--- config.mk ---
export PLATFORM = sky130hd
export DESIGN_NAME = msrv32_ahb_arbiter_flat
export DESIGN_NICKNAME = d
export VERILOG_FILES = /design/src/rtl/msrv32_ahb_arbiter_if.sv /design/src/rtl/msrv32_ahb_arbiter.sv /design/src/flat_wrapper.sv
export SDC_FILE = /design/constraint.sdc
export NUM_CORES = 1
export LEC_CHECK = 0
export CAP_MARGIN = 10
export CORE_AREA = 2 2 109 111
export CTS_CLUSTER_SIZE = 12
export DETAILED_ROUTE_END_ITERATION = 10
export DIE_AREA = 0 0 111 113
export GPL_TIMING_DRIVEN = 1
export PLACE_DENSITY = 0.79
export SLEW_MARGIN = 10
export SYNTH_ARGS = -nofsm -noshare
export SYNTH_HDL_FRONTEND = slang
export SYNTH_SLANG_ARGS = --single-unit
--- constraint.sdc ---
create_clock -name ms_riscv32_mp_clk_in -period 2.3 [get_ports ms_riscv32_mp_clk_in]
set_input_delay 0.345 -clock ms_riscv32_mp_clk_in [delete_from_list [all_inputs] [get_ports ms_riscv32_mp_clk_in]]
set_output_delay 0.345 -clock ms_riscv32_mp_clk_in [all_outputs]
set_load 0.02 [all_outputs]
--- src/rtl/msrv32_ahb_arbiter_if.sv ---
// msrv32_ahb_arbiter_if
// Bundles every bus-side signal of the two-master AHB-lite arbiter.
//   instruction port : i_req_in, i_addr_in -> i_hready_out, i_rvalid_out, i_rdata_out, i_err_out
//   data port        : d_htrans_in, d_addr_in, d_wr_req_in, d_wr_mask_in, d_wdata_in
//                      -> d_hready_out, d_rvalid_out, d_rdata_out, d_hresp_out
//   AHB-lite master  : haddr_out, htrans_out, hwrite_out, hsize_out, hwdata_out
//                      <- hrdata_in, hready_in, hresp_in
// Modport master is the arbiter's view; modport slave is the surrounding system's view.
`timescale 1ns/1ps
interface msrv32_ahb_arbiter_if;
    logic        i_req_in;
    logic [31:0] i_addr_in;
    logic        i_hready_out;
    logic        i_rvalid_out;
    logic [31:0] i_rdata_out;
    logic        i_err_out;

    logic [1:0]  d_htrans_in;
    logic [31:0] d_addr_in;
    logic        d_wr_req_in;
    logic [3:0]  d_wr_mask_in;
    logic [31:0] d_wdata_in;
    logic        d_hready_out;
    logic        d_rvalid_out;
    logic [31:0] d_rdata_out;
    logic        d_hresp_out;

    logic [31:0] haddr_out;
    logic [1:0]  htrans_out;
    logic        hwrite_out;
    logic [2:0]  hsize_out;
    logic [31:0] hwdata_out;
    logic [31:0] hrdata_in;
    logic        hready_in;
    logic        hresp_in;

    modport master (
        input  i_req_in, i_addr_in,
        output i_hready_out, i_rvalid_out, i_rdata_out, i_err_out,
        input  d_htrans_in, d_addr_in, d_wr_req_in, d_wr_mask_in, d_wdata_in,
        output d_hready_out, d_rvalid_out, d_rdata_out, d_hresp_out,
        output haddr_out, htrans_out, hwrite_out, hsize_out, hwdata_out,
        input  hrdata_in, hready_in, hresp_in
    );

    modport slave (
        output i_req_in, i_addr_in,
        input  i_hready_out, i_rvalid_out, i_rdata_out, i_err_out,
        output d_htrans_in, d_addr_in, d_wr_req_in, d_wr_mask_in, d_wdata_in,
        input  d_hready_out, d_rvalid_out, d_rdata_out, d_hresp_out,
        input  haddr_out, htrans_out, hwrite_out, hsize_out, hwdata_out,
        output hrdata_in, hready_in, hresp_in
    );
endinterface

--- src/rtl/msrv32_ahb_arbiter.sv ---
// msrv32_ahb_arbiter
// Shares one AHB-lite bus between the instruction-fetch and data ports.
// The address-phase owner is chosen combinationally each cycle (data first,
// unless fetch has been starved for STARVE_LIMIT consecutive data grants);
// the data-phase owner is registered so read data, ready and error are
// steered back to whichever port issued the transfer.
// Ports:
//   ms_riscv32_mp_clk_in : clock, rising edge
//   ms_riscv32_mp_rst_in : asynchronous active-high reset
//   bus                  : msrv32_ahb_arbiter_if.master (fetch, data and AHB signals)
`timescale 1ns/1ps
module msrv32_ahb_arbiter #(
    parameter int unsigned STARVE_LIMIT = 4
) (
    input  logic                       ms_riscv32_mp_clk_in,
    input  logic                       ms_riscv32_mp_rst_in,
    msrv32_ahb_arbiter_if.master       bus
);
    localparam logic [3:0] LIMIT = 4'(STARVE_LIMIT);

    typedef enum logic [1:0] {OWN_NONE, OWN_INSTR, OWN_DATA} owner_t;

    owner_t      dphase_owner_reg, dphase_owner_next;
    owner_t      grant;
    logic [3:0]  starve_cnt_reg, starve_cnt_next;
    logic [31:0] hwdata_reg, hwdata_next;
    logic        err_hold_reg, err_hold_next;

    logic d_req;
    logic err_first;

    function automatic logic [2:0] size_of_mask(input logic [3:0] mask);
        case (mask)
            4'b1111:                            size_of_mask = 3'b010;
            4'b0011, 4'b1100:                   size_of_mask = 3'b001;
            4'b0001, 4'b0010, 4'b0100, 4'b1000: size_of_mask = 3'b000;
            default:                            size_of_mask = 3'b010;
        endcase
    endfunction

    assign d_req     = (bus.d_htrans_in == 2'b10);
    // First cycle of the two-cycle AHB error response: the pending address
    // phase is cancelled by presenting IDLE.
    assign err_first = bus.hresp_in & ~bus.hready_in;

    always_ff @(posedge ms_riscv32_mp_clk_in or posedge ms_riscv32_mp_rst_in) begin
        if (ms_riscv32_mp_rst_in) begin
            dphase_owner_reg <= OWN_NONE;
            starve_cnt_reg   <= 4'd0;
            hwdata_reg       <= 32'd0;
            err_hold_reg     <= 1'b0;
        end else begin
            dphase_owner_reg <= dphase_owner_next;
            starve_cnt_reg   <= starve_cnt_next;
            hwdata_reg       <= hwdata_next;
            err_hold_reg     <= err_hold_next;
        end
    end

    // Grant and next-state logic. Reset gates the grant so nothing reaches
    // the bus (and no write data is captured) while reset is held.
    always_comb begin
        grant             = OWN_NONE;
        dphase_owner_next = dphase_owner_reg;
        starve_cnt_next   = starve_cnt_reg;
        hwdata_next       = hwdata_reg;
        err_hold_next     = err_hold_reg;

        if (!ms_riscv32_mp_rst_in && !err_first) begin
            if (d_req && ((starve_cnt_reg < LIMIT) || !bus.i_req_in)) begin
                grant = OWN_DATA;
            end else if (bus.i_req_in) begin
                grant = OWN_INSTR;
            end
        end

        if (bus.hready_in) begin
            dphase_owner_next = grant;
            if (grant == OWN_INSTR) begin
                starve_cnt_next = 4'd0;
            end else if (grant == OWN_DATA && bus.i_req_in) begin
                starve_cnt_next = (starve_cnt_reg >= LIMIT) ? LIMIT : starve_cnt_reg + 4'd1;
            end else if (!bus.i_req_in) begin
                starve_cnt_next = 4'd0;
            end
            if (grant == OWN_DATA && bus.d_wr_req_in) begin
                hwdata_next = bus.d_wdata_in;
            end
        end

        if (err_first) begin
            err_hold_next = 1'b1;
        end else if (bus.hready_in) begin
            err_hold_next = 1'b0;
        end
    end

    // Address-phase outputs follow the current grant.
    always_comb begin
        bus.htrans_out = 2'b00;
        bus.haddr_out  = bus.i_addr_in;
        bus.hwrite_out = 1'b0;
        bus.hsize_out  = 3'b010;
        case (grant)
            OWN_INSTR: begin
                bus.htrans_out = 2'b10;
            end
            OWN_DATA: begin
                bus.htrans_out = 2'b10;
                bus.haddr_out  = bus.d_addr_in;
                bus.hwrite_out = bus.d_wr_req_in;
                // Loads always fetch a full word; the core extracts the lanes.
                bus.hsize_out  = bus.d_wr_req_in ? size_of_mask(bus.d_wr_mask_in) : 3'b010;
            end
            default: ;
        endcase
    end

    assign bus.hwdata_out   = hwdata_reg;

    assign bus.i_hready_out = bus.hready_in & (grant == OWN_INSTR);
    assign bus.d_hready_out = bus.hready_in & ~ms_riscv32_mp_rst_in & ((grant == OWN_DATA) | ~d_req);

    assign bus.i_rvalid_out = bus.hready_in & ~bus.hresp_in & ~ms_riscv32_mp_rst_in & (dphase_owner_reg == OWN_INSTR);
    assign bus.d_rvalid_out = bus.hready_in & ~bus.hresp_in & ~ms_riscv32_mp_rst_in & (dphase_owner_reg == OWN_DATA);
    assign bus.i_rdata_out  = bus.hrdata_in;
    assign bus.d_rdata_out  = bus.hrdata_in;
    assign bus.i_err_out    = bus.hresp_in & ~ms_riscv32_mp_rst_in & (dphase_owner_reg == OWN_INSTR);
    assign bus.d_hresp_out  = bus.hresp_in & ~ms_riscv32_mp_rst_in & (dphase_owner_reg == OWN_DATA);
endmodule

--- src/flat_wrapper.sv ---
// flat-port wrapper written by rule: the top's interface ports become plain ports
module msrv32_ahb_arbiter_flat 
#(
    parameter int unsigned STARVE_LIMIT = 4
)
  (ms_riscv32_mp_clk_in, ms_riscv32_mp_rst_in, bus_i_req_in, bus_i_addr_in, bus_i_hready_out, bus_i_rvalid_out, bus_i_rdata_out, bus_i_err_out, bus_d_htrans_in, bus_d_addr_in, bus_d_wr_req_in, bus_d_wr_mask_in, bus_d_wdata_in, bus_d_hready_out, bus_d_rvalid_out, bus_d_rdata_out, bus_d_hresp_out, bus_haddr_out, bus_htrans_out, bus_hwrite_out, bus_hsize_out, bus_hwdata_out, bus_hrdata_in, bus_hready_in, bus_hresp_in);
  msrv32_ahb_arbiter_if bus_i ();
  input  logic ms_riscv32_mp_clk_in;
  input  logic ms_riscv32_mp_rst_in;
  input wire logic [$bits(bus_i.i_req_in)-1:0] bus_i_req_in;
  input wire logic [$bits(bus_i.i_addr_in)-1:0] bus_i_addr_in;
  output wire logic [$bits(bus_i.i_hready_out)-1:0] bus_i_hready_out;
  output wire logic [$bits(bus_i.i_rvalid_out)-1:0] bus_i_rvalid_out;
  output wire logic [$bits(bus_i.i_rdata_out)-1:0] bus_i_rdata_out;
  output wire logic [$bits(bus_i.i_err_out)-1:0] bus_i_err_out;
  input wire logic [$bits(bus_i.d_htrans_in)-1:0] bus_d_htrans_in;
  input wire logic [$bits(bus_i.d_addr_in)-1:0] bus_d_addr_in;
  input wire logic [$bits(bus_i.d_wr_req_in)-1:0] bus_d_wr_req_in;
  input wire logic [$bits(bus_i.d_wr_mask_in)-1:0] bus_d_wr_mask_in;
  input wire logic [$bits(bus_i.d_wdata_in)-1:0] bus_d_wdata_in;
  output wire logic [$bits(bus_i.d_hready_out)-1:0] bus_d_hready_out;
  output wire logic [$bits(bus_i.d_rvalid_out)-1:0] bus_d_rvalid_out;
  output wire logic [$bits(bus_i.d_rdata_out)-1:0] bus_d_rdata_out;
  output wire logic [$bits(bus_i.d_hresp_out)-1:0] bus_d_hresp_out;
  output wire logic [$bits(bus_i.haddr_out)-1:0] bus_haddr_out;
  output wire logic [$bits(bus_i.htrans_out)-1:0] bus_htrans_out;
  output wire logic [$bits(bus_i.hwrite_out)-1:0] bus_hwrite_out;
  output wire logic [$bits(bus_i.hsize_out)-1:0] bus_hsize_out;
  output wire logic [$bits(bus_i.hwdata_out)-1:0] bus_hwdata_out;
  input wire logic [$bits(bus_i.hrdata_in)-1:0] bus_hrdata_in;
  input wire logic [$bits(bus_i.hready_in)-1:0] bus_hready_in;
  input wire logic [$bits(bus_i.hresp_in)-1:0] bus_hresp_in;
  assign bus_i.i_req_in = bus_i_req_in;
  assign bus_i.i_addr_in = bus_i_addr_in;
  assign bus_i_hready_out = bus_i.i_hready_out;
  assign bus_i_rvalid_out = bus_i.i_rvalid_out;
  assign bus_i_rdata_out = bus_i.i_rdata_out;
  assign bus_i_err_out = bus_i.i_err_out;
  assign bus_i.d_htrans_in = bus_d_htrans_in;
  assign bus_i.d_addr_in = bus_d_addr_in;
  assign bus_i.d_wr_req_in = bus_d_wr_req_in;
  assign bus_i.d_wr_mask_in = bus_d_wr_mask_in;
  assign bus_i.d_wdata_in = bus_d_wdata_in;
  assign bus_d_hready_out = bus_i.d_hready_out;
  assign bus_d_rvalid_out = bus_i.d_rvalid_out;
  assign bus_d_rdata_out = bus_i.d_rdata_out;
  assign bus_d_hresp_out = bus_i.d_hresp_out;
  assign bus_haddr_out = bus_i.haddr_out;
  assign bus_htrans_out = bus_i.htrans_out;
  assign bus_hwrite_out = bus_i.hwrite_out;
  assign bus_hsize_out = bus_i.hsize_out;
  assign bus_hwdata_out = bus_i.hwdata_out;
  assign bus_i.hrdata_in = bus_hrdata_in;
  assign bus_i.hready_in = bus_hready_in;
  assign bus_i.hresp_in = bus_hresp_in;
  msrv32_ahb_arbiter #(.STARVE_LIMIT(STARVE_LIMIT)) u_core (.ms_riscv32_mp_clk_in(ms_riscv32_mp_clk_in), .ms_riscv32_mp_rst_in(ms_riscv32_mp_rst_in), .bus(bus_i));
endmodule
==> run summary, run 1 <==
Placed design
• worst setup timing slack at the placement stage: -0.7715 ns
• placer's final routability congestion estimate: 0.8209
• Area after DPL: 4298 µm²
• Placed Cells incl. Taps: 498
• IO buf count: 181
• HPWL reported at the end of detailed placement: 6.739 mm

Routing
• count of unresolved DRC violations after routing: 0
• vias per std cell: 4.198
• Pre-antenna DRT Iters: 4
• DRC marker count from the first detailed-route iteration: 61
• total via count after detailed routing: 2,158
• Routed wire per std cell: 16.79 µm
• number of antenna-violating nets in the routed design: 0
• drt total wl: 8.630 mm

STA
• fin crit period: 2.422 ns
• Final Hold Violating Endpoints: 0
• final worst slack: -0.1221 ns
• Hold Slack: 0.3907 ns
• Setup-failing EPs final: 33
• fmax: 0.4129 GHz
• RSZ-0062 raised after global routing: yes
• Fin Setup TNS: -2.257 ns
• fin. max-slew vios: 0
• clk_skew: 0.002133 ns
• share of the cycle needed by the critical path after routing: 1.053

Worst setup path
• Worst setup endpoint: bus_haddr_out[9]
• Max stage delay cell, worst path: sky130_fd_sc_hd__dfrtp_1
• type of element capturing the critical path: primary output
• launch point of the worst reg-to-reg path: u_core.starve_cnt_reg[2]$_DFFE_PP0P_
• Worst Reg-to-Reg Cells: 8
• Critical Path AT: 2.08 ns
• classification of the worst setup path: reg2out
• worst-case register-to-register setup slack: 0.17 ns
• critical path fanouts, max: 5
• start point of the critical path: u_core.starve_cnt_reg[2]$_DFFE_PP0P_
• worst-path cell chain: or3_4 -> nand3_4 -> ha_4 -> buf_6 -> buf_6 -> mux2_4 -> buf_6
• most common cell type on the critical path: sky130_fd_sc_hd__buf_6
• required time worst endpoint: 1.96 ns
• Reg-to-Reg End: u_core.bus.hwdata_out[22]$_DFFE_PP0P_
• delay contributed by the slowest stage of the critical path: 0.41 ns
• type of origin of the critical path: register

Power and ir drop
• power per standard cell area: 630.7 nW/µm²
• maximum vdd drop: 0.0006657 V
• Overall Power: 2.902 mW
• cell leakage power: 2.107 nW

Global route
• global-route wire length before repair: 13.23 mm
• pin count of the biggest net entering global routing: 40
• vias in the first global route: 2,347
• leftover overflow at the end of global routing: 0
• initial antenna violation count: 0
• GRT Overall Usage: 0.1322

Yosys
• EDFF count, synth: 0
• most area-hungry cell type in the Yosys netlist: sky130_fd_sc_hd__dfrtp_1
• Ys Warns: 0
• top cell type's share of synthesized area: 0.3537
• mean post-synth cell area: 11.90 µm²
• most frequent cells after synthesis: sky130_fd_sc_hd__buf_4 (70), sky130_fd_sc_hd__dfrtp_1 (38), sky130_fd_sc_hd__mux2_2 (35), sky130_fd_sc_hd__mux2_4 (30), sky130_fd_sc_hd__nor2_1 (7)
• number of instances in the synthesized netlist: 226
• combined area of all synthesized cells: 2689 µm²
• biggest area contributors in the synthesized netlist: sky130_fd_sc_hd__dfrtp_1 (35%), sky130_fd_sc_hd__buf_4 (20%), sky130_fd_sc_hd__mux2_4 (17%)
• most frequent cell after synthesis: sky130_fd_sc_hd__buf_4
• distinct cell type count of the synthesized netlist: 28
• register area share after synthesis: 0.3537
• synthesis-stage register bit count: 38
• main flop type after synthesis: sky130_fd_sc_hd__dfrtp_1
• fraction of registers with async set/reset: 1.000

CTS
• hold-fix buffer count after cts: 0
• Max Root-Sink Buffers: 2
• sinks on the clock net: 38
• clock root buffer: sky130_fd_sc_hd__clkbuf_16
• clock slew at the register clock pins of the worst setup and hold paths: 0.06 ns
• clock insertion delay at the later pin of the skew report: 0.27 ns
• clock tree from TritonCTS: built
• clock buffers created by TritonCTS: 5
• H-tree level count: 2

Floorplanning
• I/O pins: 280
• die boundary height: 113 µm
• effective utilization at floorplan: 0.2385
• Std-Cell Rows: 39
• Die Span X: 111 µm
• area of the placeable core: 11,270 µm²
• die outline area: 12,540 µm²

Cells and area
• layout-stage area growth over the synthesis result: 71.15%
• total of fill cells in the finished design: 1,060
• number of antenna diodes: 0
• Sequential cell area: 950.9 µm²
• fin nets: 513
• flip-flop count of the largest register after layout: 32
• final std cells w/o fill: 514
• ratio of cells with drive above 1 in the final layout: 0.4124
• multi-input logic area: 1271 µm²
• Non-Filler Cell Area, Final: 4602 µm²
• Layout Utilization: 0.4083

Worst hold path
• Hold Path Class: in2async

Run status
• result of the run: complete, but fails checks
• failing checks: setup timing

Job
• Max Cap Viol: 0

==> worst max-delay path: cells and delay by family (launching register included) <==
| family | cells | cell delay (ns) |
|---|---|---|
| multiplexers | 1 | 0.30 |
| AND/OR/NAND/NOR | 2 | 0.49 |
| flip-flops | 1 | 0.41 |
| buffers and inverters | 3 | 0.38 |
| adder cells (fa/ha/maj) | 1 | 0.21 |
==> repair_timing <==
item                       in CTS  in global routing
buffers inserted                6                  1
resized for setup             197                 25
setup endpoints to repair      40                 37
pin swaps                       4                  3
gates cloned                    2                  0
==> metal layers <==
layer	track usage	wire length (µm)	up-vias
met5	0	0	-
li1	-	-	987
met1	0.1549	3361	1009
met4	0.02417	91	0
met3	0.03642	683	12
met2	0.2442	4493	150
==> area by class of cell <==
| cell class | count | share of cell area |
|---|---|---|
| tap | 143 | 0.03888 |
| sequential | 38 | 0.2066 |
| clock inverter | 3 | 0.01495 |
| clock buffer | 5 | 0.02719 |
| inverter | 3 | 0.002447 |
| timing repair buffer | 210 | 0.4337 |
| multi-input combinational | 112 | 0.2762 |
==> power by group <==
part           leakage (nW)  total, mW  switching [mW]  internal (mW)
sequential            0.484      0.884          0.0787          0.805
combinational          1.53       1.13           0.445          0.681
clock                0.0940      0.893           0.270          0.623
total                  2.11       2.90           0.794           2.11
==> kinds of logic (layout without fill, tap and decap cells) <==
family,count (synthesis),in the layout,synth area share
xor gates and xnor gates,1,1,0.003258
adders and majority gates,3,3,0.01396
and+or+nand+nor,32,32,0.07539
buffers and inverters,77,221,0.2164
AOI/OAI and AO/OA,9,9,0.02187
other,1,2,0.001395
muxes,65,65,0.3141
DFF,38,38,0.3537
==> placed cells by master, fill, tap and decap left out, types with 2 or more instances in the layout <==
master / netlist / final
sky130_fd_sc_hd__buf_6: 4 / 20
sky130_fd_sc_hd__buf_12: 0 / 3
sky130_fd_sc_hd__dlygate4sd2_1: 0 / 5
sky130_fd_sc_hd__nor3_1: 2 / 2
sky130_fd_sc_hd__bufinv_16: 0 / 2
sky130_fd_sc_hd__dfrtp_1: 38 / 38
sky130_fd_sc_hd__nand3_4: 1 / 2
sky130_fd_sc_hd__buf_4: 70 / 24
sky130_fd_sc_hd__o21ai_1: 1 / 2
sky130_fd_sc_hd__inv_1: 3 / 2
sky130_fd_sc_hd__mux2_4: 30 / 44
sky130_fd_sc_hd__clkbuf_16: 0 / 5
sky130_fd_sc_hd__a31oi_1: 2 / 2
sky130_fd_sc_hd__clkdlybuf4s50_1: 0 / 138
sky130_fd_sc_hd__nand2b_1: 5 / 4
sky130_fd_sc_hd__nor2_1: 7 / 7
sky130_fd_sc_hd__mux2_2: 35 / 21
sky130_fd_sc_hd__buf_2: 0 / 19
sky130_fd_sc_hd__nand2_1: 2 / 2
sky130_fd_sc_hd__conb_1: 1 / 2
sky130_fd_sc_hd__and3_1: 3 / 2
sky130_fd_sc_hd__a22o_1: 3 / 3
sky130_fd_sc_hd__and2_1: 3 / 2
==> worst min-delay path by stage <==
stage,startpoint,to,slack (ns),depth (start not counted)
floorplan,u_core.starve_cnt_reg[1]$_DFFE_PP0P_,u_core.starve_cnt_reg[1]$_DFFE_PP0P_,0.47,1
global placement,u_core.starve_cnt_reg[1]$_DFFE_PP0P_,u_core.starve_cnt_reg[1]$_DFFE_PP0P_,0.49,1
detailed placement,u_core.bus.hwdata_out[9]$_DFFE_PP0P_,u_core.bus.hwdata_out[9]$_DFFE_PP0P_,0.49,1
CTS,ms_riscv32_mp_rst_in,u_core.dphase_owner_reg[0]$_DFFE_PP0P_,0.40,3
global route,ms_riscv32_mp_rst_in,u_core.dphase_owner_reg[0]$_DFFE_PP0P_,0.48,3
finish,ms_riscv32_mp_rst_in,u_core.starve_cnt_reg[3]$_DFFE_PP0P_,0.39,3
Power figures use the tool's default switching activity.
==> inputs of run 2 (changes only) <==
--- a/config.mk
+++ b/config.mk
@@ -6,12 +6,14 @@
 export NUM_CORES = 1
 export LEC_CHECK = 0
 export CAP_MARGIN = 10
-export CORE_AREA = 2 2 109 111
+export CORE_AREA = 2 2 110 112
+export CTS_BUF_LIST = sky130_fd_sc_hd__clkbuf_8
 export CTS_CLUSTER_SIZE = 12
 export DETAILED_ROUTE_END_ITERATION = 10
-export DIE_AREA = 0 0 111 113
+export DIE_AREA = 0 0 112 114
+export GPL_ROUTABILITY_DRIVEN = 0
 export GPL_TIMING_DRIVEN = 1
-export PLACE_DENSITY = 0.79
+export PLACE_DENSITY = 0.78
 export SLEW_MARGIN = 10
 export SYNTH_ARGS = -nofsm -noshare
 export SYNTH_HDL_FRONTEND = slang
==> run 2 against run 1 <==
  * The run still ends with setup timing left
  * Sequential power decreased by 0.7%
  * Maximum frequency increased by 3.0%
  * Critical path depth decreased by 1
  * Combinational power increased by 4%
  * Flip-flop and latch count unchanged
  * Worst hold slack improved by 0.085 ns
  * Global-route usage increased by 0.55 points
  * Final cell count increased by 0.19%
  * Cell area increased by 0.79%
  * Wire length increased by 8.0%
  * Worst setup slack improved by 0.072 ns
  * Critical endpoint is now bus_haddr_out[24]
  * Largest cell class unchanged
==> run summary, run 2 (synthesized netlist as in run 1, its figures left out) <==
STA
• Hold Slack: 0.4754 ns, +0.08469 ns
• pin slew with the least headroom to its limit: 0.5026 ns
• fin. max-slew vios: 0, unchanged
• fmax: 0.4254 GHz, +3.0%
• Final Hold Violating Endpoints: 0, unchanged
• relative slew slack: 0.6649
• Fin Setup TNS: -1.478 ns, +0.7784 ns
• fin crit period: 2.351 ns, -0.07157 ns
• share of the cycle needed by the critical path after routing: 1.022, -0.03112
• clk_skew: 0.009952 ns, +0.007819 ns
• final worst slack: -0.05058 ns, +0.07157 ns
• Setup-failing EPs final: 33, unchanged
• RSZ-0062 raised after global routing: yes

Global route
• vias in the first global route: 2,365, +0.77%
• initial antenna violation count: 0, unchanged
• pin count of the biggest net entering global routing: 40, unchanged
• leftover overflow at the end of global routing: 0, unchanged
• met3 capacity usage during global routing: 0.04357, +0.007149
• met1 track utilization from global routing: 0.1645, +0.009631
• GRT Overall Usage: 0.1377, +0.005488
• global-route wire length before repair: 13.61 mm, +2.8%
• met2 Use GR: 0.2412, -0.002960
• most congested layer reported by global routing: met2

Floorplanning
• die outline area: 12,770 µm², +1.8%
• I/O pins: 280, unchanged
• effective utilization at floorplan: 0.2296, -0.008945
• die boundary height: 114 µm, +0.88%
• Std-Cell Rows: 40, +2.6%
• area of the placeable core: 11,710 µm², +3.9%
• Die Span X: 112 µm, +0.90%

Routing
• DRC marker count from the first detailed-route iteration: 68, +11%
• Routed wire per std cell: 18.10 µm, +7.8%
• drt total wl: 9.319 mm, +8.0%
• number of antenna-violating nets in the routed design: 0, unchanged
• Pre-antenna DRT Iters: 4, unchanged
• count of unresolved DRC violations after routing: 0, unchanged
• vias per std cell: 4.239, +0.96%
• total via count after detailed routing: 2,183, +1.2%

Cells and area
• layout-stage area growth over the synthesis result: 72.50%
• Layout Utilization: 0.3960, -0.01221
• ratio of cells with drive above 1 in the final layout: 0.4022, -0.01023
• total of fill cells in the finished design: 1,158, +9.2%
• Non-Filler Cell Area, Final: 4638 µm², +0.79%
• most common cell after layout, fill and taps aside: sky130_fd_sc_hd__clkdlybuf4s50_1
• number of antenna diodes: 0, unchanged
• fin nets: 510, -0.58%
• most frequent cells in the layout: sky130_fd_sc_hd__clkdlybuf4s50_1 (138), sky130_fd_sc_hd__mux2_4 (62), sky130_fd_sc_hd__dfrtp_1 (38)
• flip-flop count of the largest register after layout: 32, unchanged

Worst setup path
• launch point of the worst reg-to-reg path: u_core.starve_cnt_reg[3]$_DFFE_PP0P_
• Critical Path AT: 2.01 ns, -0.07 ns
• Worst Reg-to-Reg Cells: 8, unchanged
• type of element capturing the critical path: primary output
• type of origin of the critical path: register
• critical path fanouts, max: 8, +3
• Reg-to-Reg End: u_core.bus.hwdata_out[25]$_DFFE_PP0P_
• classification of the worst setup path: reg2out
• worst-case register-to-register setup slack: 0.16 ns, about the same
• required time worst endpoint: 1.96 ns, about the same

Power and ir drop
• Clk network pwr share: 0.189, -0.119
• maximum vdd drop: 0.0004336 V, -35%
• power per standard cell area: 546.2 nW/µm², -13%
• cell leakage power: 2.135 nW, +1.4%
• sw power: 0.7744 mW, -2.4%
• Switching Share: 0.3057, +0.03220
• internal portion of total power: 1.759 mW, -17%
• combinational cell fraction of total power: 0.464, +0.076
• sequential cell fraction of total power: 0.347, +0.043
• Overall Power: 2.534 mW, -13%

CTS
• clock slew at the register clock pins of the worst setup and hold paths: 0.08 ns, +0.02 ns
• clock insertion delay at the later pin of the skew report: 0.28 ns, about the same
• clock buffers created by TritonCTS: 5, unchanged
• clock root buffer: sky130_fd_sc_hd__clkbuf_8
• H-tree level count: 2, unchanged
• clock tree from TritonCTS: built
• Max Root-Sink Buffers: 2, unchanged
• hold-fix buffer count after cts: 0, unchanged
• sinks on the clock net: 38, unchanged

Placed design
• Area after DPL: 4310 µm², +0.29%
• IO buf count: 181, unchanged
• HPWL reported at the end of detailed placement: 7.227 mm, +7.2%

Job
• Max Cap Viol: 0, unchanged

Run status
• failing checks: setup timing
• result of the run: complete, but fails checks

Worst hold path
• Hold Path Class: in2async

==> run 2: changes by cell type in the layout (fill, tap and decap cells not counted), sizes merged <==
cell,change
buf,-4
clkinvlp,+1
bufinv,-2
clkbuf,+2
==> run 2: worst max-delay path by stage <==
stage / cells past startpoint / startpoint / to / slack, ns
2_1_floorplan: 7 / bus_d_htrans_in[0] / bus_hsize_out[0] / 0.03
3_3_place_gp: 8 / bus_d_htrans_in[0] / bus_haddr_out[17] / -0.74
3_5_place_dp: 8 / bus_d_htrans_in[0] / bus_haddr_out[17] / -0.74
4_1_cts: 7 / u_core.starve_cnt_reg[3]$_DFFE_PP0P_ / bus_haddr_out[24] / -0.11
5_1_grt: 6 / u_core.starve_cnt_reg[3]$_DFFE_PP0P_ / bus_haddr_out[4] / -0.12
6_report: 6 / u_core.starve_cnt_reg[3]$_DFFE_PP0P_ / bus_haddr_out[24] / -0.05
==> run 2: per-layer routing <==
layer  up-vias  share of wire  routed length (µm)
li1        980              -                   -
met1      1018           0.39                3670
met2       171           0.50                4618
met3        14          0.095                 888
met4         0          0.015                 141
met5         -              0                   0
==> run 2: stage by stage <==
step,setup WS [ns],std cells
after floorplan,0.03204,227
after global placement,-0.7364,503
after detailed placement,-0.7446,503
after CTS,-0.1076,518
after global routing,-0.1190,515
final,-0.05058,515
==> run 2: final cells by class <==
class	instances	area (µm²)	share of cell area
Clock buffer	6	82.58	0.01780
Clock inverter	2	12.51	0.002698
Inverter	3	11.26	0.002428
Multi-Input combinational cell	112	1329	0.2865
Sequential cell	38	950.9	0.2050
Tap cell	147	183.9	0.03965
Timing Repair Buffer	207	2068	0.4459
==> run 2: power by group through the flow <==
stage	logic, mW	registers, mW	clock network (mW)
finish	1.18	0.878	0.479
global route	1.24	0.894	0.523
CTS	1.19	0.878	0.500
detailed placement	1.12	0.892	0
global placement	1.11	0.882	0
floorplan	0.510	1.05	0
==> run 2: critical path: stages, from the launching register on <==
cell and delay, ns:
sky130_fd_sc_hd__dfrtp_1 0.40, sky130_fd_sc_hd__or3_4 0.42, sky130_fd_sc_hd__nand3_4 0.08, sky130_fd_sc_hd__ha_4 0.21, sky130_fd_sc_hd__buf_8 0.17, sky130_fd_sc_hd__mux2_4 0.32
sky130_fd_sc_hd__buf_6 0.13
==> run 2: timing repair <==
action | in CTS | in global routing
gates resized for setup | 261 | 10
buffers inserted | 5 | 0
pin swaps | 5 | 1
cloned | 3 | 0
endpoints found under the setup margin | 58 | 35
==> inputs of run 3 (changes only) <==
--- a/config.mk
+++ b/config.mk
@@ -6,14 +6,13 @@
 export NUM_CORES = 1
 export LEC_CHECK = 0
 export CAP_MARGIN = 10
-export CORE_AREA = 2 2 110 112
-export CTS_BUF_LIST = sky130_fd_sc_hd__clkbuf_8
+export CORE_MARGIN = 8
+export CORE_UTILIZATION = 29
 export CTS_CLUSTER_SIZE = 12
 export DETAILED_ROUTE_END_ITERATION = 10
-export DIE_AREA = 0 0 112 114
 export GPL_ROUTABILITY_DRIVEN = 0
 export GPL_TIMING_DRIVEN = 1
-export PLACE_DENSITY = 0.78
+export PLACE_DENSITY_LB_ADDON = 0.25
 export SLEW_MARGIN = 10
 export SYNTH_ARGS = -nofsm -noshare
 export SYNTH_HDL_FRONTEND = slang
==> run 3 against run 2 <==
  * Largest cell class unchanged
  * Utilization increased by 12 points
  * Wire length increased by 6.3%
  * Critical path depth increased by 3
  * Critical path type is now in2out
  * Worst hold slack improved by 0.020 ns
  * Largest power group unchanged
  * Total power increased by 0.17%
  * The flow still finishes with violations (setup timing)
==> run summary, run 3 (synthesized netlist as in run 1, its figures left out) <==
Run status
• result of the run: complete, but fails checks
• failing checks: setup timing

Routing
• DRC marker count from the first detailed-route iteration: 53, -22%
• drt total wl: 9.908 mm, +6.3%
• Pre-antenna DRT Iters: 5, +1
• total via count after detailed routing: 2,207, +1.1%
• vias per std cell: 4.579, +8.0%
• highest routed layer: met4
• routed wire length on met2: 5.039 mm, +9.1%
• count of unresolved DRC violations after routing: 0, unchanged
• Routed wire per std cell: 20.56 µm, +14%
• number of antenna-violating nets in the routed design: 0, unchanged
• Routed met1 length: 3.738 mm, +1.9%
• detailed-routed wire length on met3: 1.103 mm, +24%

Worst setup path
• type of element capturing the critical path: primary output
• classification of the worst setup path: in2out
• critical path fanouts, max: 7, -1
• Reg-to-Reg End: u_core.bus.hwdata_out[3]$_DFFE_PP0P_
• Critical Path AT: 2.04 ns, +0.03 ns
• start point of the critical path: bus_d_htrans_in[0]
• required time worst endpoint: 1.96 ns, about the same
• launch point of the worst reg-to-reg path: u_core.starve_cnt_reg[3]$_DFFE_PP0P_
• worst-case register-to-register setup slack: 0.16 ns, about the same
• Worst Reg-to-Reg Cells: 9, +1
• type of origin of the critical path: input port

CTS
• sinks on the clock net: 38, unchanged
• clock tree from TritonCTS: built
• hold-fix buffer count after cts: 0, unchanged
• clock buffers created by TritonCTS: 5, unchanged
• clock slew at the register clock pins of the worst setup and hold paths: 0.07 ns, about the same
• H-tree level count: 2, unchanged
• clock root buffer: sky130_fd_sc_hd__clkbuf_8
• clock insertion delay at the later pin of the skew report: 0.28 ns, about the same
• Max Root-Sink Buffers: 2, unchanged

Global route
• GRT Overall Usage: 0.1534, +0.01576
• initial antenna violation count: 0, unchanged
• pin count of the biggest net entering global routing: 40, unchanged
• vias in the first global route: 2,555, +8.0%
• global-route wire length before repair: 15.20 mm, +12%
• leftover overflow at the end of global routing: 0, unchanged

STA
• relative slew slack: 0.6563, -0.008597
• fin. max-slew vios: 0, unchanged
• RSZ-0062 raised after global routing: yes
• clk_skew: 0.004497 ns, -0.005456 ns
• Setup-failing EPs final: 33, unchanged
• pin slew with the least headroom to its limit: 0.5155 ns, +0.01290 ns
• Final Hold Violating Endpoints: 0, unchanged
• final worst slack: -0.08855 ns, -0.03797 ns
• share of the cycle needed by the critical path after routing: 1.038, +0.01651
• fin crit period: 2.389 ns, +0.03797 ns
• fmax: 0.4187 GHz, -1.6%

Placed design
• Placed Cells incl. Taps: 465, -7.6%
• HPWL reported at the end of detailed placement: 7.745 mm, +7.2%
• worst setup timing slack at the placement stage: -0.7742 ns, -0.02960 ns
• IO buf count: 181, unchanged
• Area after DPL: 4250 µm², -1.4%

Cells and area
• fin nets: 513, +0.59%
• final std cells w/o fill: 482, -6.4%
• ratio of cells with drive above 1 in the final layout: 0.4070, +0.004834
• most frequent cells in the layout: sky130_fd_sc_hd__clkdlybuf4s50_1 (137), sky130_fd_sc_hd__mux2_4 (62), sky130_fd_sc_hd__dfrtp_1 (38)
• Sequential cell area: 950.9 µm², unchanged
• multi-input logic area: 1329 µm², unchanged
• most common cell after layout, fill and taps aside: sky130_fd_sc_hd__clkdlybuf4s50_1
• layout-stage area growth over the synthesis result: 73.34%
• total of fill cells in the finished design: 806, -30%
• flip-flop count of the largest register after layout: 32, unchanged
• Non-Filler Cell Area, Final: 4661 µm², +0.49%
• number of antenna diodes: 0, unchanged

Floorplanning
• die outline area: 12,610 µm², -1.2%
• die boundary height: 112.3 µm, -1.5%
• area of the placeable core: 9109 µm², -22%
• Std-Cell Rows: 35, -13%
• I/O pins: 280, unchanged
• effective utilization at floorplan: 0.2952, +0.06560
• Die Span X: 112.3 µm, +0.26%

Power and ir drop
• cell leakage power: 2.168 nW, +1.5%
• maximum vdd drop: 0.0002173 V, -50%
• power per standard cell area: 544.5 nW/µm², -0.31%

Job
• Max Cap Viol: 0, unchanged

Worst hold path
• Hold Path Class: in2async

[run 3: changes by cell type in the layout (fill, tap and decap cells not counted), sizes merged]
cell	previous run	this run
clkbuf	7	6
dlygate4sd2	5	6
clkdlybuf4s50	138	137
buf	62	66
[run 3: worst max-delay path by stage]
stage,end,slack (ns),cells after the start
2_1_floorplan,bus_hsize_out[0],0.03,7
3_3_place_gp,bus_haddr_out[21],-0.74,8
3_5_place_dp,bus_haddr_out[21],-0.77,8
4_1_cts,bus_haddr_out[20],-0.14,8
5_1_grt,bus_haddr_out[5],-0.15,7
6_report,bus_haddr_out[5],-0.09,9
[run 3: cell type report]
| type | instances | area share |
|---|---|---|
| Clock buffer | 6 | 0.01772 |
| Clock inverter | 2 | 0.002685 |
| Inverter | 3 | 0.002416 |
| Multi-Input combinational cell | 112 | 0.2851 |
| Sequential cell | 38 | 0.2040 |
| Tap cell | 111 | 0.02980 |
| Timing Repair Buffer | 210 | 0.4583 |
[run 3: power by group]
group | leakage (nW) | switching [mW] | internal (mW) | total, mW
combinational | 1.64 | 0.465 | 0.723 | 1.19
sequential | 0.484 | 0.0717 | 0.803 | 0.875
clock | 0.0472 | 0.234 | 0.241 | 0.475
total | 2.17 | 0.771 | 1.77 | 2.54
[run 3: metrics by stage]
stage / TNS, ns / power, mW / utilization / hold WS [ns]
4_1_cts: -3.146 / 2.588 / 0.5158 / 0.5144
5_1_grt: -3.960 / 2.678 / 0.5117 / 0.5328
3_5_place_dp: -36.70 / 2.013 / 0.4666 / 0.4925
3_3_place_gp: -33.81 / 2.003 / 0.4666 / 0.4866
2_1_floorplan: 0 / 1.560 / - / 0.4700
6_report: -1.979 / 2.538 / 0.5117 / 0.4949
[run 3: worst max-delay path, cell delays in order]
cell and delay, ns:
sky130_fd_sc_hd__clkdlybuf4s15_1 0.19, sky130_fd_sc_hd__nand2b_4 0.15, sky130_fd_sc_hd__or3_4 0.40, sky130_fd_sc_hd__nand3_4 0.07, sky130_fd_sc_hd__ha_4 0.16, sky130_fd_sc_hd__buf_6 0.13
sky130_fd_sc_hd__buf_12 0.14, sky130_fd_sc_hd__mux2_4 0.31, sky130_fd_sc_hd__buf_6 0.13
[run 3: what timing repair did]
item / 4_1_cts / 5_1_grt
buffers inserted: 7 / 1
setup endpoints to repair: 51 / 35
pin swaps: 5 / 0
gates resized for setup: 269 / 2
cloned: 3 / 0
endpoints found under the hold margin: 0 / 0
[run 3: layer usage]
layer	up-vias	track usage
met3	6	0.08320
li1	989	-
met2	160	0.2702
met5	-	0
met1	1052	0.1617
met4	0	0.01978
